**src/rtl/ddr_refresh_arbiter_pkg.sv**
```systemverilog
// Shared DDR uop encoding: field layout, refresh FSM states and the fixed
// NOP / PRE-all / REF bundles the arbiter drives toward ddr_pipeline.
package ddr_refresh_arbiter_pkg;

  localparam int DDR_UOP_WIDTH = 32;
  localparam int DDR_SLOTS     = 4;
  localparam int DDR_BUNDLE_W  = DDR_SLOTS * DDR_UOP_WIDTH;

  // One uop slot; bit 0 is IS_NOP, register ids occupy the upper bytes.
  typedef struct packed {
    logic [7:0] rs2_id;
    logic [7:0] rs1_id;
    logic [7:0] rd_id;
    logic [2:0] hbm_channel;
    logic       is_rank;
    logic       is_ref;
    logic       pre_all;
    logic       is_pre;
    logic       is_nop;
  } ddr_uop_t;

  typedef logic [DDR_BUNDLE_W-1:0] ddr_bundle_t;
  typedef logic [3:0]              ref_cnt_t;

  typedef enum logic [2:0] {
    ST_IDLE     = 3'd0,
    ST_PREA     = 3'd1,
    ST_WAIT_RP  = 3'd2,
    ST_REF      = 3'd3,
    ST_WAIT_RFC = 3'd4
  } ref_state_e;

  // Refresh uops: rank 0, channel 0, all register ids 0.
  localparam ddr_uop_t UOP_NOP  = '{is_nop: 1'b1, default: '0};
  localparam ddr_uop_t UOP_PREA = '{is_pre: 1'b1, pre_all: 1'b1, default: '0};
  localparam ddr_uop_t UOP_REF  = '{is_ref: 1'b1, default: '0};

  // Slot 0 sits in the least significant bits.
  localparam ddr_bundle_t BUNDLE_NOP  = {UOP_NOP, UOP_NOP, UOP_NOP, UOP_NOP};
  localparam ddr_bundle_t BUNDLE_PREA = {UOP_NOP, UOP_NOP, UOP_NOP, UOP_PREA};
  localparam ddr_bundle_t BUNDLE_REF  = {UOP_NOP, UOP_NOP, UOP_NOP, UOP_REF};

endpackage

```
**src/rtl/ddr_refresh_arbiter_tick.sv**
```systemverilog
// refresh_tick_gen: tREFI interval counter plus the postponed-refresh count.
// A tick and an issued REF in the same cycle cancel out.
module refresh_tick_gen
  import ddr_refresh_arbiter_pkg::*;
#(
  parameter int TREFI        = 7800,
  parameter int MAX_POSTPONE = 8
) (
  input  logic     clk_i,
  input  logic     rst_ni,
  input  logic     refresh_en_i,
  input  logic     issue_i,
  output ref_cnt_t pending_o
);

  localparam int                TW    = $clog2(TREFI);
  localparam logic [TW-1:0]     TLAST = TW'(TREFI - 1);
  localparam ref_cnt_t          PMAX  = 4'(MAX_POSTPONE);

  logic [TW-1:0] tcnt_q, tcnt_d;
  ref_cnt_t      pend_q, pend_d;
  logic          tick;

  // Interval counter freezes while disabled; pending saturates at the force level.
  always_comb begin
    tick   = refresh_en_i && (tcnt_q == TLAST);
    tcnt_d = tcnt_q;
    if (refresh_en_i) tcnt_d = tick ? '0 : tcnt_q + TW'(1);
    pend_d = pend_q;
    if (tick && !issue_i)      pend_d = (pend_q >= PMAX) ? PMAX : pend_q + 4'd1;
    else if (!tick && issue_i) pend_d = pend_q - 4'd1;
  end

  // State registers.
  always_ff @(posedge clk_i or negedge rst_ni) begin
    if (!rst_ni) begin
      tcnt_q <= '0;
      pend_q <= '0;
    end else begin
      tcnt_q <= tcnt_d;
      pend_q <= pend_d;
    end
  end

  assign pending_o = pend_q;

endmodule

```
**src/rtl/ddr_refresh_arbiter.sv**
```systemverilog
// ddr_refresh_arbiter: splices PRE-all / REF sequences into the execute-stage
// uop stream. Refreshes go opportunistically on idle cycles, or are forced
// once the postponed count hits MAX_POSTPONE. Output bundle is registered.
module ddr_refresh_arbiter
  import ddr_refresh_arbiter_pkg::*;
#(
  parameter int TREFI        = 7800,
  parameter int TRP          = 12,
  parameter int TRFC         = 280,
  parameter int MAX_POSTPONE = 8
) (
  input  logic                    clk_i,
  input  logic                    rst_ni,
  input  logic                    refresh_en_i,
  input  logic                    exe_valid_i,
  input  logic [DDR_BUNDLE_W-1:0] exe_uop_i,
  output logic                    exe_ready_o,
  output logic                    ddr_valid_o,
  output logic [DDR_BUNDLE_W-1:0] ddr_uop_o,
  output logic [3:0]              ref_pending_o,
  output logic                    ref_busy_o,
  output logic                    ref_issued_o
);

  localparam int            WMAX     = (TRP > TRFC) ? TRP : TRFC;
  localparam int            WW       = $clog2(WMAX);
  // Counter is loaded with len-2 and the state exits on zero: len-1 cycles.
  localparam logic [WW-1:0] RP_LOAD  = WW'(TRP - 2);
  localparam logic [WW-1:0] RFC_LOAD = WW'(TRFC - 2);
  localparam ref_cnt_t      PMAX     = 4'(MAX_POSTPONE);

  ref_state_e    state_q, state_d;
  logic [WW-1:0] wcnt_q, wcnt_d;
  ddr_bundle_t   uop_q, uop_d;
  logic          valid_q, valid_d;
  logic          issued_q, issued_d;
  ref_cnt_t      pending;
  logic          start_ref;
  logic          accept;

  refresh_tick_gen #(
    .TREFI        (TREFI),
    .MAX_POSTPONE (MAX_POSTPONE)
  ) u_tick (
    .clk_i        (clk_i),
    .rst_ni       (rst_ni),
    .refresh_en_i (refresh_en_i),
    .issue_i      (state_q == ST_REF),
    .pending_o    (pending)
  );

  assign start_ref   = (pending != '0) && (!exe_valid_i || pending == PMAX);
  assign exe_ready_o = rst_ni && (state_q == ST_IDLE) && !start_ref;
  assign accept      = exe_valid_i && exe_ready_o;

  // Next state; the shared wait counter reloads on entry to each wait state.
  always_comb begin
    state_d = state_q;
    wcnt_d  = wcnt_q;
    case (state_q)
      ST_IDLE:     if (start_ref) state_d = ST_PREA;
      ST_PREA:     begin state_d = ST_WAIT_RP; wcnt_d = RP_LOAD; end
      ST_WAIT_RP:  if (wcnt_q == '0) state_d = ST_REF;
                   else wcnt_d = wcnt_q - WW'(1);
      ST_REF:      begin state_d = ST_WAIT_RFC; wcnt_d = RFC_LOAD; end
      ST_WAIT_RFC: if (wcnt_q == '0) state_d = start_ref ? ST_PREA : ST_IDLE;
                   else wcnt_d = wcnt_q - WW'(1);
      default:     state_d = ST_IDLE;
    endcase
  end

  // Output bundle keyed off the next state so it lines up with state_q.
  always_comb begin
    valid_d  = 1'b0;
    uop_d    = BUNDLE_NOP;
    issued_d = 1'b0;
    case (state_d)
      ST_PREA: begin valid_d = 1'b1; uop_d = BUNDLE_PREA; end
      ST_REF:  begin valid_d = 1'b1; uop_d = BUNDLE_REF; issued_d = 1'b1; end
      ST_IDLE: if (accept) begin valid_d = 1'b1; uop_d = exe_uop_i; end
      default: ;
    endcase
  end

  // State and output registers.
  always_ff @(posedge clk_i or negedge rst_ni) begin
    if (!rst_ni) begin
      state_q  <= ST_IDLE;
      wcnt_q   <= '0;
      uop_q    <= BUNDLE_NOP;
      valid_q  <= 1'b0;
      issued_q <= 1'b0;
    end else begin
      state_q  <= state_d;
      wcnt_q   <= wcnt_d;
      uop_q    <= uop_d;
      valid_q  <= valid_d;
      issued_q <= issued_d;
    end
  end

  assign ddr_valid_o   = valid_q;
  assign ddr_uop_o     = uop_q;
  assign ref_pending_o = pending;
  assign ref_busy_o    = (state_q != ST_IDLE);
  assign ref_issued_o  = issued_q;

endmodule

```
**config.mk**
```make
export PLATFORM = sky130hd
export DESIGN_NAME = ddr_refresh_arbiter
export DESIGN_NICKNAME = d
export VERILOG_FILES = /design/src/rtl/ddr_refresh_arbiter_pkg.sv /design/src/rtl/ddr_refresh_arbiter_tick.sv /design/src/rtl/ddr_refresh_arbiter.sv
export SDC_FILE = /design/constraint.sdc
export NUM_CORES = 1
export LEC_CHECK = 0
export CORE_MARGIN = 2
export CORE_UTILIZATION = 45
export CTS_CLUSTER_SIZE = 28
export DETAILED_ROUTE_END_ITERATION = 10
export PLACE_DENSITY = 0.86
export SLEW_MARGIN = 25
export SYNTH_ARGS = -nofsm -noshare
export SYNTH_HDL_FRONTEND = slang
export SYNTH_SLANG_ARGS = --single-unit
```
**constraint.sdc**
```tcl
create_clock -name clk_i -period 5.06 [get_ports clk_i]
set_clock_uncertainty 0.1 [all_clocks]
set_input_delay 0.506 -clock clk_i [delete_from_list [all_inputs] [get_ports clk_i]]
set_output_delay 0.506 -clock clk_i [all_outputs]
set_load 0.005 [all_outputs]
```
# --- Word-level counts from Yosys, hierarchy flattened ---
# Index checks and enable logic that the tools add are counted.
# Widths: inputs -> output; s select.
totals:
  ff_bits: 159
  in_bits: 132
  out_inout_bits: 136
  wordCells: 59
op_classes:
  n_addsub: 4
  n_lt_le_gt_ge: 1
  n_eq_ne: 9
  n_mux: 16
  n_reduce_logical: 22
op_table:
  columns: ["cell", "count"]
  rows:
  - ["$pmux 128 s3", 1]
  - ["$mux 128", 1]
  - ["$pmux 9 s3", 1]
  - ["$pmux 3 s5", 1]
  - ["$add 13x1->13 const B", 1]
  - ["$eq 13x13->1 const B", 1]
  - ["$mux 13", 1]
  - ["$mux 4", 3]
  - ["$eq 3x2->1 const B", 3]
  - ["$logic_not 9->1", 1]
  - ["$mux 3", 3]
  - ["$mux 9", 1]
  - ["$sub 9x1->9 const B", 1]
  - ["$logic_and 1x1->1", 7]
  - ["$eq 3x1->1 const B", 2]
  - ["$logic_not 3->1", 2]
  - ["$reduce_bool 3->1", 2]
  - ["$add 4x1->4 const B", 1]
  - ["$eq 4x4->1 const B", 1]
  - ["$ge 4x4->1 const B", 1]
  - ["$logic_not 1->1", 4]
  - ["$reduce_bool 4->1", 1]
  - ["$reduce_or 2->1", 2]
  - ["$sub 4x1->4 const B", 1]
  - ["other kinds (7)", 9]

# --- Logic depth before layout (Yosys ltp) ---
depth:
  word_depth: 9
  mapped_depth: 10
  ltp_nobuf: 8

# --- Modules after synthesis ---
# A second synthesis with hierarchy kept.
unflattened:
  cells_unflattened: 484
  area_unflattened_um2: 6092.1
by_module_without_submodules:
  columns: ["mod", "instances", "cells_per_inst", "area_each_um2", "seq_area_each_um2"]
  rows:
  - ["ddr_refresh_arbiter", 1, 393, 5183.7, 3558.4]
  - ["refresh_tick_gen", 1, 91, 908.4, 425.4]

# --- Worst setup path after synthesis ---
# Ideal clock, no wire load.
synth_timing:
  kind: "reg-to-reg"
  from: "register u_tick.tcnt_q[8]"
  to: "register u_tick.pend_q[3], in the netlist u_tick.pending_o[3]"
  setup_time_ps: 87
  t_arrival_ps: 2141
  t_required_ps: 4873
  path_slack_ps: 2732
  path_stages_with_launch: 9
  n_path_buf: 2
  period_less_slack_ps: 2328
  cell_sequence: "dfrtp_1 -> or4b_4 -> nor4b_4 -> buf_6 -> ha_1 -> clkbuf_1 -> nor4_1 -> nand2_1 -> o211ai_1"
synth_via:
  elab_chain_cells: 5
  word_cells_on_any_way: 7
  cone_classes: "eq/ne (1); mux (1); reduce/logical (5)"
synth_lines:
  columns: ["item", "line_no", "source"]
  rows:
  - ["from (decl)", "ddr_refresh_arbiter_tick.sv:20", "logic [TW-1:0] tcnt_q, tcnt_d;"]
  - ["from (signal assigned)", "ddr_refresh_arbiter_tick.sv:40", "tcnt_q <= tcnt_d;"]
  - ["$eq 13x13->1 *", "ddr_refresh_arbiter_tick.sv:26", "tick = refresh_en_i && (tcnt_q == TLAST);"]
  - ["$logic_and 1x1->1 *", "ddr_refresh_arbiter_tick.sv:26", null]
  - ["$logic_not 1->1", "ddr_refresh_arbiter_tick.sv:31", "else if (!tick && issue_i) pend_d = pend_q - 4'd1;"]
  - ["$logic_and 1x1->1", "ddr_refresh_arbiter_tick.sv:31", null]
  - ["$reduce_bool 2->1 (no source line)", null, null]
  - ["to (signal assigned)", "ddr_refresh_arbiter_tick.sv:41", "pend_q <= pend_d;"]
  - ["to (decl)", "ddr_refresh_arbiter_tick.sv:21", "ref_cnt_t pend_q, pend_d;"]
# Mark *: on every way between the ends. The rest lies on a longest branch, timed or not.
# A chain may end at the register's enable or synchronous reset.

# --- Final worst setup path ---
layout_timing:
  from: "register u_tick.pend_q[1], in the netlist u_tick.pending_o[1]"
  to: "output port exe_ready_o"
layout_via:
  elab_chain_cells: 5
  word_cells_on_any_way: 6
  cone_classes: "eq/ne (1); reduce/logical (5)"
layout_lines:
  columns: ["item", "line_no", "source"]
  rows:
  - ["$eq 4x4->1", "ddr_refresh_arbiter.sv:52", "assign start_ref = (pending != '0) && (!exe_valid_i || pending == PMAX);"]
  - ["$logic_or 1x1->1", "ddr_refresh_arbiter.sv:52", null]
  - ["$logic_and 1x1->1 *", "ddr_refresh_arbiter.sv:52", null]
  - ["$logic_not 1->1 *", "ddr_refresh_arbiter.sv:53", "assign exe_ready_o = rst_ni && (state_q == ST_IDLE) && !start_ref;"]
  - ["$logic_and 1x1->1 *", "ddr_refresh_arbiter.sv:53", null]
  - ["to (decl)", "ddr_refresh_arbiter.sv:17", "output logic exe_ready_o,"]
# Marks and branches as above.

==> results.md <==
- Result of the run: finished, final reports clean
- Logic pwr share: 26.6%
- Final period util: 59.0%
- Seq/Total Area, Yosys: 66.6%
- CTS clk-pin slew, worst paths: 0.06 ns
- TritonCTS Buffers: 17
- Number of warnings printed during yosys synthesis: 0
- Synthesized instance count: 474
- Buf/Inv on CP: 2
- Clock Tree Root: clkbuf_16
- Critical-path cell with the highest stage delay: clkdlybuf4s50_1
- Via count of the first global-routing pass: 4,695
- Final-stage net count: 876
- Starting density of the core: 45.7%
- Critical Path End Type: primary output
- Max Fanout on Critical Path: 5
- Crit-path cells: inv_1 -> ha_1 -> nor3b_1 -> a21oi_1 -> nor2_1 -> clkdlybuf4s50_1
- Data required time at the worst endpoint: 4.45 ns
- Static Leakage: 4.21 nW
- Cell types with the largest area share after synthesis: dfrtp_1 65%, and2_1 13%, dfstp_2 1.8%, nand2_1 1.3%, clkbuf_1 1.3%
- Routability Congestion: 0.857
- Startpoint-to-endpoint class of the critical path: reg2out
- Yosys cell types: 57
- I/O Buffers: 267
- Seq cells post-synth: 159
- Worst Reg2Reg Path Length in Cells: 5
- Pin count of the biggest net entering global routing: 95
- Largest delay share family, worst path: buffers and inverters
- Number of iterations in the first detailed-routing pass: 4
- Setup Total Neg Slack: 0 ns
- Clock latency of the later-clocked register in the worst-skew pair: 0.41 ns
- Number of buffers on the longest clock path: 2
- Die Area: 14,200 um2
- CP Depth: 6
- Max-slew headroom: 42.7%
- Fraction of final layout cells sized beyond drive strength 1: 6.67%
- Arrival time at the worst endpoint: 2.38 ns
- Number of vias after detailed routing: 4,574
- Quantity of hold-fixing buffers added after cts: 0
- Prevailing post-synth register cell: dfrtp_1
- # setup viols final: 0
- Post-detailed-routing wire length: 16,300 um
- Pre-CTS setup slack: 1.95 ns
- Maximum ir drop on the vdd rail: 0.000247 V
- DR iter-0 viols: 296
- Top-area cell type share of the netlist area: 64.9%
- Clock period minus final worst setup slack: 2.99 ns
- HPWL after detailed placement: 11,900 um
- Summed instance area of the synthesized netlist: 5980 um2
- Worst min-delay path class: in2async
- Placement Rows: 42
- Kind of launch point of the worst setup path: register
- Average wire length per cell after detail routing: 17.5 um
- Clock power share: 31.1%
- CTS resizes: 0
- Die outline height: 119 um
- Top cell type by total area after synthesis: dfrtp_1
- Flop pwr share: 42.4%
- Crit path setup slack, layout: 2.07 ns
- Count of boundary I/O pins: 268
- Htree depth: 4
- Remaining global-route overflow: 0
- Switching share of power: 29.0%
- Ys async rst share: 100%
- Max-Cap Viols: 0
- Final hold violations: 0
- Synthesis-to-finish area growth: 56.7%
- Max-slew violation count: 0
- CTS tree: yes
- Number of enable-type register cells in the synthesized netlist: 0
- Commonest cells after routing, fill and taps aside: 266 x clkdlybuf4s50_1, 155 x dfrtp_1, 124 x and2_1, 21 x nand2_1, 18 x nor2_1
- Timing-limited maximum frequency: 335 MHz
- Cell-internal power: 0.00282 W
- Filler cell count: 844
- Most common library cell in the layout ignoring fill and taps: clkdlybuf4s50_1
- Net count after synthesis: 612
- Unrepaired setup endpoints after global routing: no
- Clock Sinks: 159
- DR vias/cell: 4.93
- Aggregate global-route resource usage: 23.9%
- Worst-margin pin slew: 0.860 ns
- Slowest cell delay on critical path: 0.55 ns
- CORE AREA: 13,100 um2
- Global-route wire length before repair: 25,700 um
- Power spent charging and discharging nets: 0.00115 W
- Count of nets left with antenna violations after detail routing: 0
- Number of buffers inserted to repair setup after CTS: 0
- Residual DRC count: 0
- Antenna violations before repair: 2
- Power density of the placed cells: 424 nW/um2
- DIE WIDTH: 119 um
- Average size of a mapped cell: 12.6 um2
cell families after synthesis:
| group | Yosys count | share of synthesized area, % |
|---|---|---|
| xor+xnor | 11 | 1.61 |
| mux | 2 | 0.335 |
| buf+inv | 34 | 2.36 |
| flops | 159 | 66.6 |
| fa+ha+maj | 6 | 1.26 |
| compound gates | 45 | 5.52 |
| simple gates | 217 | 22.3 |
final timing paths:
path,start,endpoint,slack [ns]
hold / removal,rst_ni,u_tick.pending_o[0],0.06
max in group asynchronous,rst_ni,ddr_uop_o[83],3.42
min in group clk_i,u_tick.tcnt_q[7],u_tick.tcnt_q[7],0.41
hold reg to reg,u_tick.tcnt_q[7],u_tick.tcnt_q[7],0.41
setup / recovery,u_tick.pending_o[1],exe_ready_o,2.07
setup reg to reg,state_q[0],ddr_uop_o[34],2.27
cells in the mapped netlist, types with 2 or more instances:
cell type,n
dfrtp_1,155
and2_1,124
nand2_1,21
clkbuf_1,20
nor2_1,18
inv_1,9
nand3_1,8
a21oi_1,7
ha_1,6
xnor2_1,6
o211ai_1,5
o21ai_0,5
xor2_1,5
and4_1,4
dfstp_2,4
nand3b_1,4
nand4_1,4
nor4_1,4
o311ai_0,4
o31ai_1,4
or2_2,4
a21o_1,3
nand2b_1,3
nor3_1,3
nor3b_1,3
or4_1,3
a211oi_1,2
a32o_1,2
and3_1,2
buf_2,2
mux2i_1,2
nor2b_1,2
o311a_1,2
area by class of cell:
| class | instances | area, um2 | share of cell area, % |
|---|---|---|---|
| inverter | 10 | 37.5 | 0.401 |
| tap | 176 | 220 | 2.35 |
| timing repair buffer | 269 | 2690 | 28.7 |
| clock buffer | 21 | 460 | 4.91 |
| antenna | 2 | 5.00 | 0.0534 |
| multi-input combinational | 281 | 1860 | 19.8 |
| sequential | 159 | 3980 | 42.5 |
| clock inverter | 10 | 114 | 1.22 |
sequential cells by signal (all words and copies together), names as in the netlist:
| signal | count |
|---|---|
| ref_issued_o | 1 |
| state_q | 3 |
| wcnt_q | 9 |
| u_tick.tcnt_q | 13 |
| ddr_valid_o | 1 |
| ddr_uop_o | 128 |
| u_tick.pending_o | 4 |
routing by layer:
metal	share of wire [%]	global-route usage (%)	vias to the layer above	wire, um
met5	0	0	-	0
met3	7.8	6.80	25	1270
li1	-	-	2101	-
met2	51	39.8	231	8300
met1	39	29.3	2217	6370
met4	2.0	10.1	0	320
power by group through the flow:
stage,combinational [W],sequential (W),clock [W]
after floorplan,0.000518,0.00164,0
after detailed placement,0.00105,0.00170,0
after global placement,0.00102,0.00169,0
after global routing,0.00116,0.00171,0.00132
after CTS,0.00106,0.00168,0.00126
final,0.00105,0.00168,0.00123
metrics by stage:
step	cells	util [%]	instance area (um2)	hold WS, ns	total power [W]
after floorplan	474	-	5980	0.110	0.00216
after global placement	895	67.2	8790	0.384	0.00270
after detailed placement	895	67.2	8790	0.404	0.00275
after CTS	926	71.6	9360	0.0942	0.00400
after global routing	928	71.6	9370	0.123	0.00419
final	928	71.6	9370	0.0638	0.00397
Note: power is estimated with default switching activity, not from simulation.
